File: src/rtl/uart_rx_baud_if.sv
// rtl/uart_rx_baud_if.sv - serial line and received-byte signals of uart_rx_baud
//
// Signals:
//   rxd       serial line toward the receiver, idle high
//   baud_sel  rate code (0=9600 .. 4=115200, 5..7 fall back to BAUD_MIN)
//   rx_data   last correctly framed byte
//   rx_done   one-cycle strobe when rx_data updates
//   frame_err one-cycle strobe when a stop bit samples low
//   rx_busy   receiver is inside a frame
// master drives the line (board/bench side), slave is the receiver.
interface uart_rx_baud_if;
    logic       rxd;
    logic [2:0] baud_sel;
    logic [7:0] rx_data;
    logic       rx_done;
    logic       frame_err;
    logic       rx_busy;

    modport master (
        output rxd,
        output baud_sel,
        input  rx_data,
        input  rx_done,
        input  frame_err,
        input  rx_busy
    );

    modport slave (
        input  rxd,
        input  baud_sel,
        output rx_data,
        output rx_done,
        output frame_err,
        output rx_busy
    );
endinterface

File: src/rtl/uart_rx_baud.sv
// rtl/uart_rx_baud.sv - 8N1 UART receiver with run-time selectable baud rate
//
// Ports:
//   sys_clk    system clock, rising edge
//   sys_rst_n  asynchronous active-low reset
//   rx_if      uart_rx_baud_if.slave: rxd/baud_sel in, rx_data/rx_done/frame_err/rx_busy out
// Frames start on a falling edge of the synchronized line, the start bit is
// re-checked at its middle, data and stop bits are sampled one bit period
// later each. The receiver returns to idle at mid-stop-bit so that
// back-to-back frames with a single stop bit are accepted.
module uart_rx_baud #(
    parameter int SYS_CLK_FREQ = 50_000_000,
    parameter int BAUD_MIN     = 9600
) (
    input  logic           sys_clk,
    input  logic           sys_rst_n,
    uart_rx_baud_if.slave  rx_if
);

    // Counter wide enough for the slowest rate that can be selected.
    localparam int BAUD_SLOW = (BAUD_MIN < 9600) ? BAUD_MIN : 9600;
    localparam int CW        = $clog2(SYS_CLK_FREQ / BAUD_SLOW + 1);

    localparam logic [CW-1:0] DIV_9600   = CW'(SYS_CLK_FREQ / 9600);
    localparam logic [CW-1:0] DIV_19200  = CW'(SYS_CLK_FREQ / 19200);
    localparam logic [CW-1:0] DIV_38400  = CW'(SYS_CLK_FREQ / 38400);
    localparam logic [CW-1:0] DIV_57600  = CW'(SYS_CLK_FREQ / 57600);
    localparam logic [CW-1:0] DIV_115200 = CW'(SYS_CLK_FREQ / 115200);
    localparam logic [CW-1:0] DIV_MIN    = CW'(SYS_CLK_FREQ / BAUD_MIN);

    typedef enum logic [1:0] {
        S_IDLE,
        S_START,
        S_DATA,
        S_STOP
    } state_t;

    state_t        r_state;
    logic          r_rxd_meta;
    logic          r_rxd_sync;
    logic          r_rxd_prev;
    logic [CW-1:0] r_div;
    logic [CW-1:0] r_cnt;
    logic [2:0]    r_bit_idx;
    logic [7:0]    r_shift;
    logic [7:0]    r_rx_data;
    logic          r_rx_done;
    logic          r_frame_err;
    logic          r_rx_busy;

    logic [CW-1:0] w_div_sel;
    logic          w_fall;
    logic          w_half_hit;
    logic          w_full_hit;

    always_comb begin
        w_div_sel = DIV_MIN;
        case (rx_if.baud_sel)
            3'd0:    w_div_sel = DIV_9600;
            3'd1:    w_div_sel = DIV_19200;
            3'd2:    w_div_sel = DIV_38400;
            3'd3:    w_div_sel = DIV_57600;
            3'd4:    w_div_sel = DIV_115200;
            default: w_div_sel = DIV_MIN;
        endcase
    end

    // Synchronizer registers reset low: a line held low through reset
    // release must not look like a start edge.
    assign w_fall     = r_rxd_prev & ~r_rxd_sync;
    assign w_half_hit = (r_cnt == ((r_div >> 1) - CW'(1)));
    assign w_full_hit = (r_cnt == (r_div - CW'(1)));

    always_ff @(posedge sys_clk or negedge sys_rst_n) begin
        if (!sys_rst_n) begin
            r_rxd_meta  <= 1'b0;
            r_rxd_sync  <= 1'b0;
            r_rxd_prev  <= 1'b0;
            r_state     <= S_IDLE;
            r_div       <= '0;
            r_cnt       <= '0;
            r_bit_idx   <= 3'd0;
            r_shift     <= 8'h00;
            r_rx_data   <= 8'h00;
            r_rx_done   <= 1'b0;
            r_frame_err <= 1'b0;
            r_rx_busy   <= 1'b0;
        end else begin
            r_rxd_meta  <= rx_if.rxd;
            r_rxd_sync  <= r_rxd_meta;
            r_rxd_prev  <= r_rxd_sync;
            r_rx_done   <= 1'b0;
            r_frame_err <= 1'b0;

            case (r_state)
                S_IDLE: begin
                    r_cnt <= '0;
                    if (w_fall) begin
                        // Rate is frozen for the whole frame.
                        r_div     <= w_div_sel;
                        r_state   <= S_START;
                        r_rx_busy <= 1'b1;
                    end
                end

                S_START: begin
                    if (w_half_hit) begin
                        r_cnt <= '0;
                        if (!r_rxd_sync) begin
                            r_state   <= S_DATA;
                            r_bit_idx <= 3'd0;
                        end else begin
                            // Line went back high before mid-start: glitch.
                            r_state   <= S_IDLE;
                            r_rx_busy <= 1'b0;
                        end
                    end else begin
                        r_cnt <= r_cnt + CW'(1);
                    end
                end

                S_DATA: begin
                    if (w_full_hit) begin
                        r_cnt              <= '0;
                        r_shift[r_bit_idx] <= r_rxd_sync;
                        if (r_bit_idx == 3'd7) begin
                            r_state <= S_STOP;
                        end else begin
                            r_bit_idx <= r_bit_idx + 3'd1;
                        end
                    end else begin
                        r_cnt <= r_cnt + CW'(1);
                    end
                end

                S_STOP: begin
                    if (w_full_hit) begin
                        r_cnt     <= '0;
                        r_state   <= S_IDLE;
                        r_rx_busy <= 1'b0;
                        if (r_rxd_sync) begin
                            r_rx_data <= r_shift;
                            r_rx_done <= 1'b1;
                        end else begin
                            r_frame_err <= 1'b1;
                        end
                    end else begin
                        r_cnt <= r_cnt + CW'(1);
                    end
                end

                default: begin
                    r_state   <= S_IDLE;
                    r_cnt     <= '0;
                    r_rx_busy <= 1'b0;
                end
            endcase
        end
    end

    assign rx_if.rx_data   = r_rx_data;
    assign rx_if.rx_done   = r_rx_done;
    assign rx_if.frame_err = r_frame_err;
    assign rx_if.rx_busy   = r_rx_busy;

endmodule

File: src/flat_wrapper.sv
// flat-port wrapper written by rule: the top's interface ports become plain ports
module uart_rx_baud_flat 
#(
    parameter int SYS_CLK_FREQ = 50_000_000,
    parameter int BAUD_MIN     = 9600
)
  (sys_clk, sys_rst_n, rx_if_rxd, rx_if_baud_sel, rx_if_rx_data, rx_if_rx_done, rx_if_frame_err, rx_if_rx_busy);
  uart_rx_baud_if rx_if_i ();
  input  logic sys_clk;
  input  logic sys_rst_n;
  input wire logic [$bits(rx_if_i.rxd)-1:0] rx_if_rxd;
  input wire logic [$bits(rx_if_i.baud_sel)-1:0] rx_if_baud_sel;
  output wire logic [$bits(rx_if_i.rx_data)-1:0] rx_if_rx_data;
  output wire logic [$bits(rx_if_i.rx_done)-1:0] rx_if_rx_done;
  output wire logic [$bits(rx_if_i.frame_err)-1:0] rx_if_frame_err;
  output wire logic [$bits(rx_if_i.rx_busy)-1:0] rx_if_rx_busy;
  assign rx_if_i.rxd = rx_if_rxd;
  assign rx_if_i.baud_sel = rx_if_baud_sel;
  assign rx_if_rx_data = rx_if_i.rx_data;
  assign rx_if_rx_done = rx_if_i.rx_done;
  assign rx_if_frame_err = rx_if_i.frame_err;
  assign rx_if_rx_busy = rx_if_i.rx_busy;
  uart_rx_baud #(.SYS_CLK_FREQ(SYS_CLK_FREQ), .BAUD_MIN(BAUD_MIN)) u_core (.sys_clk(sys_clk), .sys_rst_n(sys_rst_n), .rx_if(rx_if_i));
endmodule
File: config.mk
export PLATFORM = sky130hd
export DESIGN_NAME = uart_rx_baud_flat
export DESIGN_NICKNAME = d
export VERILOG_FILES = /design/src/rtl/uart_rx_baud_if.sv /design/src/rtl/uart_rx_baud.sv /design/src/flat_wrapper.sv
export SDC_FILE = /design/constraint.sdc
export NUM_CORES = 1
export LEC_CHECK = 0
export ABC_AREA = 1
export CELL_PAD_IN_SITES_DETAIL_PLACEMENT = 0
export CELL_PAD_IN_SITES_GLOBAL_PLACEMENT = 1
export CORE_MARGIN = 2
export CORE_UTILIZATION = 44
export CTS_CLUSTER_SIZE = 30
export DETAILED_ROUTE_END_ITERATION = 7
export HOLD_SLACK_MARGIN = 0.03
export PLACE_DENSITY_LB_ADDON = 0.1
export SLEW_MARGIN = 20
export SYNTH_ARGS = -nofsm -noshare
export SYNTH_HDL_FRONTEND = slang
export SYNTH_SLANG_ARGS = --single-unit
File: constraint.sdc
create_clock -name sys_clk -period 3 [get_ports sys_clk]
set_input_delay 0.6 -clock sys_clk [delete_from_list [all_inputs] [get_ports sys_clk]]
set_output_delay 0.6 -clock sys_clk [all_outputs]
set_load 0.005 [all_outputs]
# After elaboration in Yosys (flattened, before gate mapping)

Cells that the tools add are included.

$add $sub $neg: 4
Magnitude comparators: 2
Eq/ne operators: 18
Multiplexer cells: 30
Bitwise operators: 2
Reduce and logical (&&, ||, !) cells: 11

Operators by type and width:

| cell                                                                 | count |
|---|---|
| 13-bit case mux with 4 select lines                                  | 1 |
| 13-bit case mux with 3 select lines                                  | 1 |
| 13-bit == test                                                       | 2 |
| 13-bit 2-to-1 mux                                                    | 2 |
| 5-bit AND reduction                                                  | 3 |
| 13-bit by 1-bit adder with 13-bit output, second input constant      | 1 |
| 12-bit by 1-bit subtractor with 13-bit output, second input constant | 1 |
| 13-bit by 1-bit subtractor with 13-bit output, second input constant | 1 |
| 2-bit 2-to-1 mux                                                     | 6 |
| 3-bit 2-to-1 mux                                                     | 4 |
| 2-bit by 1-bit != test with 1-bit output, second input constant      | 6 |
| 1-bit 2-to-1 mux                                                     | 11 |
| 8-bit bitwise mux                                                    | 1 |
| 2-bit case mux with 4 select lines                                   | 1 |
| 3-bit by 2-bit == test with 1-bit output, second input constant      | 2 |
| 3-bit == test, second input constant                                 | 2 |
| 3-bit case mux with 2 select lines                                   | 1 |
| 2-bit == test, second input constant                                 | 2 |
| 3-bit by 4-bit < comparator with 1-bit output, second input constant | 1 |
| 2-bit != test, second input constant                                 | 2 |
| 2-bit AND reduction                                                  | 2 |
| 3-bit by 1-bit adder with 3-bit output, second input constant        | 1 |
| 1-bit demux with 3-bit select                                        | 1 |
| 3-bit by 1-bit == test with 1-bit output, second input constant      | 1 |
| other kinds (11)                                                     | 11 |

Register bits after elaboration: 53
Input bits: 6
Output and inout port bits: 11
Logic and storage cells: 79

# Depth between registers and ports, before layout

Gate-level depths: netlist of the first run.

Word-level depth: 5
Depth in mapped cells: 18
Gate-level depth less buffers: 17

# Least setup slack after synthesis of the first run

OpenSTA, ideal clock, no wires.

Path kind: register -> register
Start point: reg u_core.r_div[1]
End point: reg u_core.r_bit_idx[0]
Arrival: 2.025 ns
Data required time: 2.877 ns
Slack: 0.852 ns
Stages on the path, launching flop included: 17
Path buffers: 1
Cell sequence: dfrtp_1 > inv_2 > ha_1 > buf_2 > nand2_1 > nor2_1 > nand2_1 > nand3_1 > nand3_1 > nor2_1 > nand2_1 > nor2_4 > nand2_4 > nand2_1 > nand3_2 > nand2_1 > o21ai_1

Longest elaborated chain between the ends: 4

Ends and longest elaborated chain:

| what                                                                                                           | line                                   | text |
|---|---|---|
| from (decl)                                                                                                    | uart_rx_baud.sv:42                     | `logic [CW-1:0] r_div;` |
| from (signal assigned)                                                                                         | uart_rx_baud.sv:100                    | `r_div <= w_div_sel;` |
| 13-bit by 1-bit subtractor with 13-bit output or 12-bit by 1-bit subtractor with 13-bit output (tied branches) | uart_rx_baud.sv:72, uart_rx_baud.sv:71 |  |
| 13-bit == test, on equally long branches                                                                       | uart_rx_baud.sv:72, uart_rx_baud.sv:71 |  |
| 2-bit by 1-bit != test with 1-bit output (no source line)                                                      | n/a                                    |  |
| 5-bit AND reduction (no source line) (*)                                                                       | n/a                                    |  |
| to (signal assigned)                                                                                           | uart_rx_baud.sv:129                    | `r_bit_idx <= r_bit_idx + 3'd1;` |
| to (decl)                                                                                                      | uart_rx_baud.sv:44                     | `logic [2:0] r_bit_idx;` |

Mark *: on every way between the ends. The rest lies on a longest branch, timed or not.
A chain may end at the register's enable or synchronous reset.

# Worst setup path in the final report of the first run

Start point: reg u_core.r_div[1]
End point: reg u_core.r_rx_data[7] (netlist: u_core.rx_if.rx_data[7])

Longest elaborated chain between the ends: 3

Ends and longest elaborated chain:

| what                                          | line                | text |
|---|---|---|
| 13-bit by 1-bit subtractor with 13-bit output | uart_rx_baud.sv:72  | `assign w_full_hit = (r_cnt == (r_div - CW'(1)));` |
| 13-bit == test                                | uart_rx_baud.sv:72  |  |
| 3-bit AND reduction (no source line)          | n/a                 |  |
| to (signal assigned)                          | uart_rx_baud.sv:142 | `r_rx_data <= r_shift;` |
| to (decl)                                     | uart_rx_baud.sv:46  | `logic [7:0] r_rx_data;` |

No other way between the ends.

==> qor.yml, run 1 <==
grt_util_all_layers: 0.205
synth.area.mux_share: 0
instances_no_fill: 570
fmax_mhz: 383
cts_setup_buffers: 0
rsz0062_at_grt: "no"
rows: 31
endpoint: "u_core.rx_if.rx_data[7]$_DFFE_PN0P_"
post-place-cells: 562
place_congestion: 0.830
required_ps: 3260
die_w_um: 90.7
ys_ff_latch: 52
hpwl_um: 5950
numClockSinks: 52
path_max_fanout: 13
cp-start-kind: "flop"
synth_compound_area_frac: 0.0971
detail_route.first_pass.iterations: 4
synth_top_family_by_area: "simple AND/OR/NAND/NOR gates"
synth_warnings: 0
cpMostUsedCell: "nand2_1"
synth_nets: 459
crit_type: "reg -> reg"
avgSynthCellArea_um2: 7.37
port_buffers: 16
wl_um: 7670
synth_xor_area_frac: 0.0287
ant_nets: 0
postPlaceCellArea_mm2: 0.00357
maxCapViolations: 0
path_cells: "inv_2 > ha_2 > nand2_1 > nor2_1 > nand2_1 > nand3_1 > nand3_1 > nor2_1 > nand3_1 > nor3_2 > nand3_2 > inv_2 > nand2_1 > nand2_1"
design_area_mm2: 0.00367
root_buffer: "clkbuf_8"
synth_cell_types: 35
p_per_area_mw_per_mm2: 744
worstMarginPinSlew_ps: 562
grt_overflow: 0
final_core_util: 0.506
skew_ps: 7.41
h-tree-depth: 2
num_antenna_cells: 0
via_count: 2877
holdBufCountCts: 0
fillCellCount: 762
finalMaxSlewViolations: 0
netlist_area_mm2: 0.00331
post_cts_resized: 0
period_minus_slack_ps: 2610
postSynthCellCount: 449
reg2reg_to: "u_core.rx_if.rx_data[7]$_DFFE_PN0P_"
cts_tree: "built"
die_y_um: 90.7
die-area_mm2: 0.00823
arrival_ps: 2880
p_leak_nw: 1.76
yosysSeqAreaShare: 0.393
synth_simple_gate_area_frac: 0.385
wl_per_cell_um: 13.5
clk_pin_slew_ps: 110
grt_antenna_before_repair: 0
status: "complete, no violations"
crit_cells: 14
synth_adder_area_share: 0.0151
critPathBufInv: 2
fin_hold_ws_ps: 267
initial_utilization: 0.456
grt_max_degree: 44
viasPerCell: 5.05
grt_pass1_vias: 2818
crit_family: "simple AND/OR/NAND/NOR gates"
maxSlewHeadroom: 0.625
crit_start: "u_core.r_div[1]$_DFFE_PN0P_"
clk_latency_ps: 320
drive_gt1_frac: 0.130
io_pins: 17
finalSetupTns_ps: 0
drc: 0
holdCritPathClass: "in -> async"
regToRegStartpoint: "u_core.r_div[1]$_DFFE_PN0P_"
period_share: 0.870
peakVddDrop_v: 0.000450
reg2regPathDepth: 14
grt_pass1_wl_um: 13700
finish.net_count: 480
drt_iter0_drc: 130
numCtsBuffers: 5
coreArea_mm2: 0.00725
rrSetupSlack_ps: 390
hold_viol_final: 0
synthToLayoutAreaGrowth_pct: 10.9
max-clock-path-buffers: 2
end_kind: "flop"
crit_path_max_incr_delay_ps: 440
cp_slowest_cell: "dfrtp_1"
setup_viol: 0
-- worst min path at each step --
stage,cells after the start,startpoint,slack (ps),to
2_1_floorplan,0,sys_rst_n,300,async pin
3_3_place_gp,0,u_core.r_rxd_meta$_DFF_PN0_,330,u_core.r_rxd_sync$_DFF_PN0_
3_5_place_dp,0,u_core.r_rxd_meta$_DFF_PN0_,340,u_core.r_rxd_sync$_DFF_PN0_
4_1_cts,0,u_core.r_rxd_meta$_DFF_PN0_,370,u_core.r_rxd_sync$_DFF_PN0_
5_1_grt,1,sys_rst_n,310,u_core.r_cnt[11]$_DFF_PN0_
6_report,1,sys_rst_n,270,u_core.r_div[12]$_DFFE_PN0P_
-- metal layers --
metal	track usage	vias up	routed length, µm
li1	-	1507	-
met1	0.314	1325	4120
met2	0.312	39	3200
met3	0.0250	6	278
met4	0.0423	0	72
met5	0	-	0
-- Yosys cell counts (all sizes together) --
library cell | number | share of area
nand2 | 128 | 0.17
nand3 | 61 | 0.098
inv | 60 | 0.068
dfrtp | 52 | 0.39
nor2 | 52 | 0.081
o21ai | 28 | 0.047
a21oi | 16 | 0.024
nand4 | 11 | 0.021
xor2 | 10 | 0.029
nor3 | 9 | 0.015
a211oi | 5 | 0.013
buf | 4 | 0.012
ha | 4 | 0.015
a21boi | 1 | 0.0023
a22oi | 1 | 0.0023
clkbuf | 1 | 0.0011
nor3b | 1 | 0.0023
o211ai | 1 | 0.0023
o21a | 1 | 0.0023
o22ai | 1 | 0.0019
o31ai | 1 | 0.0023
or2 | 1 | 0.0019
-- layout make-up --
class | instances | area (µm²) | share of cell area
clock buffers | 5 | 68.8 | 0.0187
multi-input cells | 332 | 1740 | 0.475
flip-flops and latches | 52 | 1300 | 0.354
inverters | 60 | 225 | 0.0613
clock inverters | 3 | 27.5 | 0.00750
well taps | 99 | 124 | 0.0337
repair buffers | 19 | 180 | 0.0491
-- worst register-to-register path, cell delays in order, from the launching register on --
cell and delay [ps]:
dfrtp_1 440, inv_2 150, ha_2 340, nand2_1 130
nor2_1 170, nand2_1 80, nand3_1 90, nand3_1 80
nor2_1 140, nand3_1 110, nor3_2 180, nand3_2 320
inv_2 200, nand2_1 80, nand2_1 60
-- report_power, final --
group	internal, mW	leakage, nW	switching, mW	total (mW)
Clock	0.172	0.0463	0.269	0.441
Sequential	0.827	0.686	0.181	1.01
Combinational	0.428	1.03	0.854	1.28
Total	1.43	1.76	1.30	2.73
-- through the flow --
step                      setup slack (ps)  power, mW
after global routing                   126       3.00
final                                  389       2.73
after floorplan                        852       1.99
after global placement                 448       2.30
after detailed placement               296       2.30
after CTS                              252       2.75
-- cell families after synthesis --
logic type,after synthesis
simple gates,263
buf+inv,65
fa+ha+maj,4
compound gates,55
flops,52
xor+xnor,10
-- registers in the layout, indices dropped and copies added, names as in the netlist, named ones only --
signal / count
u_core.r_rxd_meta: 1
u_core.r_rxd_prev: 1
u_core.r_state: 1
u_core.rx_if.rx_done: 1
u_core.r_cnt: 13
u_core.r_bit_idx: 3
u_core.rx_if.rx_busy: 1
u_core.rx_if.rx_data: 8
u_core.rx_if.frame_err: 1
u_core.r_div: 12
u_core.r_rxd_sync: 1
u_core.r_shift: 8
-- placed cells by master, fill, tap and decap left out, types with 3 or more instances in the layout --
cell type,n
nand4_1,11
o21ai_1,8
dfrtp_1,52
buf_4,4
clkbuf_8,5
clkdlybuf4s50_1,15
nor3_1,8
o21ai_0,16
a211oi_1,4
inv_2,3
nand2_1,107
inv_1,57
a21oi_1,16
ha_1,3
nor2_1,40
nand2_4,3
o21ai_2,4
nand3_2,4
nand3_1,57
xor2_1,9
nand2_2,18
nor2_4,6
nor2_2,5
Power figures use the tool's default switching activity.
==> run 2: changes to the inputs <==
--- a/config.mk
+++ b/config.mk
@@ -8,6 +8,7 @@
 export ABC_AREA = 1
 export CELL_PAD_IN_SITES_DETAIL_PLACEMENT = 0
 export CELL_PAD_IN_SITES_GLOBAL_PLACEMENT = 1
+export CORE_ASPECT_RATIO = 1.5
 export CORE_MARGIN = 2
 export CORE_UTILIZATION = 44
 export CTS_CLUSTER_SIZE = 30
==> run 2 against run 1 <==
Via count up 0.45%. Sequential share of layout area down 0.11 points. Utilization about the same. Hold slack better by 50 ps. Final cell count up 0.53%. Worst setup slack worse by 25 ps. First-iteration DRC count up 39%. Clock skew down 3.2 ps. Critical path depth unchanged. Critical endpoint is now u_core.rx_if.rx_data[1]$_DFFE_PN0P_. Highest routed layer unchanged.
==> qor.yml, run 2 (same netlist as run 1, synthesis figures left out) <==
status: "complete, no violations"
p_leak_nw: 1.77
holdBufCountCts: 0
cp_slowest_cell: "dfrtp_1"
period_share: 0.879
finish.net_count: 482
holdCritPathClass: "in -> async"
end_kind: "flop"
rrSetupSlack_ps: 360
skew_ps: 4.17
finalMaxSlewViolations: 0
cp-start-kind: "flop"
path_max_fanout: 13
final_cell_mix: "107 x nand2_1, 57 x inv_1, 57 x nand3_1"
grt_pass1_vias: 2925
cts_tree: "built"
cts_setup_buffers: 0
hpwl_um: 6570
period_minus_slack_ps: 2640
hold_viol_final: 0
max-clock-path-buffers: 2
grt_max_degree: 32
viasPerCell: 5.04
die_w_um: 74.8
grt_util_all_layers: 0.221
drt_iter0_drc: 181
post_cts_resized: 0
path_cells: "inv_2 > ha_1 > nand2_1 > nor2_1 > nand2_1 > nand3_1 > nand3_1 > nor2_1 > nand3_1 > nor3_2 > nand3_2 > inv_2 > nand2_1 > nand2_1"
crit_type: "reg -> reg"
instances_no_fill: 573
place_congestion: 0.878
dp_slack_ps: 348
h-tree-depth: 2
numClockSinks: 52
setup_viol: 0
top_register: "u_core.r_cnt"
finalSetupTns_ps: 0
coreArea_mm2: 0.00727
grt_overflow: 0
rsz0062_at_grt: "no"
die-area_mm2: 0.00825
peakVddDrop_v: 0.000374
cpMostUsedCell: "nand2_1"
io_pins: 17
numCtsBuffers: 5
wl_um: 8160
drc: 0
largest_reg_flops: 13
mostFrequentLayoutCell: "nand2_1"
wl_per_cell_um: 14.2
fin_ws_ps: 364
clk_latency_ps: 320
crit_path_max_incr_delay_ps: 450
maxCapViolations: 0
post-place-cells: 565
ant_nets: 0
rows: 38
detail_route.first_pass.iterations: 5
num_antenna_cells: 0
arrival_ps: 2900
via_count: 2890
grt_antenna_before_repair: 0
clk_pin_slew_ps: 100
port_buffers: 16
drive_gt1_frac: 0.131
root_buffer: "clkbuf_8"
initial_utilization: 0.455
fmax_mhz: 379
die_y_um: 110
synthToLayoutAreaGrowth_pct: 11.2
maxSlewHeadroom: 0.530
grt_pass1_wl_um: 13700
required_ps: 3260
worstMarginPinSlew_ps: 705
reg_top3: "u_core.r_cnt (13), u_core.r_div (12)"
p_per_area_mw_per_mm2: 745
[run 2: cell types whose count changed in the layout (fill, tap and decap cells not counted)]
cell | previous run | this run
buf_2 | 0 | 1
buf_4 | 4 | 5
ha_1 | 3 | 4
ha_2 | 1 | 0
[run 2: stage by stage]
step                      area [µm²]  power (mW)  hold slack (ps)  utilization
after CTS                       3680        2.77              339        0.506
after floorplan                 3310        1.99              304            -
final                           3680        2.74              317        0.506
after global placement          3590        2.32              337        0.493
after detailed placement        3590        2.32              343        0.493
after global routing            3680        2.99              378        0.506
[run 2: final timing paths]
| kind | depth (start not counted) | endpoint | start |
|---|---|---|---|
| worst max-delay path | 14 | u_core.rx_if.rx_data[1]$_DFFE_PN0P_ | u_core.r_div[1]$_DFFE_PN0P_ |
| worst min-delay path | 1 | u_core.r_div[1]$_DFFE_PN0P_ | sys_rst_n |
| worst max register to register | 14 | u_core.rx_if.rx_data[1]$_DFFE_PN0P_ | u_core.r_div[1]$_DFFE_PN0P_ |
| worst min register to register | 0 | u_core.r_rxd_sync$_DFF_PN0_ | u_core.r_rxd_meta$_DFF_PN0_ |
| max in group asynchronous | 2 | u_core.r_shift[6]$_DFFE_PN0P_ | sys_rst_n |
| min in group sys_clk | 0 | u_core.r_rxd_sync$_DFF_PN0_ | u_core.r_rxd_meta$_DFF_PN0_ |
[run 2: area by class of cell]
class	instances	area (µm²)
multi-input combinational	332	1740
clock buffer	5	68.8
fill	756	3590
clock inverter	3	27.5
timing repair buffer	21	193
tap	100	125
inverter	60	225
sequential	52	1300
[run 2: worst max-delay path: cells and delay by family (launching register included)]
kind / cells / cell delay (ps)
adder cells (fa/ha/maj): 1 / 420
buffers and inverters: 2 / 340
flip-flops: 1 / 450
AND/OR/NAND/NOR: 11 / 1370
[run 2: metal layers]
metal,track usage,vias to the layer above,wire [µm],share of wire
met3,0.0382,20,239,0.029
li1,-,1497,-,-
met1,0.236,1321,3150,0.39
met4,0.101,0,354,0.043
met2,0.410,52,4420,0.54
met5,0,-,0,0
[run 2: power breakdown]
part	switching, mW	internal, mW
registers	0.188	0.826
logic	0.865	0.425
clock network	0.267	0.172
==> run 3: changes to the inputs <==
==> constraint.sdc (replaced) <==
create_clock -name sys_clk -period 3 [get_ports sys_clk]
set_input_delay 0.6 -clock sys_clk [delete_from_list [all_inputs] [get_ports sys_clk]]
set_output_delay 0.6 -clock sys_clk [all_outputs]
set_load 0.02 [all_outputs]
==> results of run 3 <==
The final DEF is identical to that of run 2. Status: complete, no violations.
Main changes from that run: total power 2.74 mW -> 2.75 mW
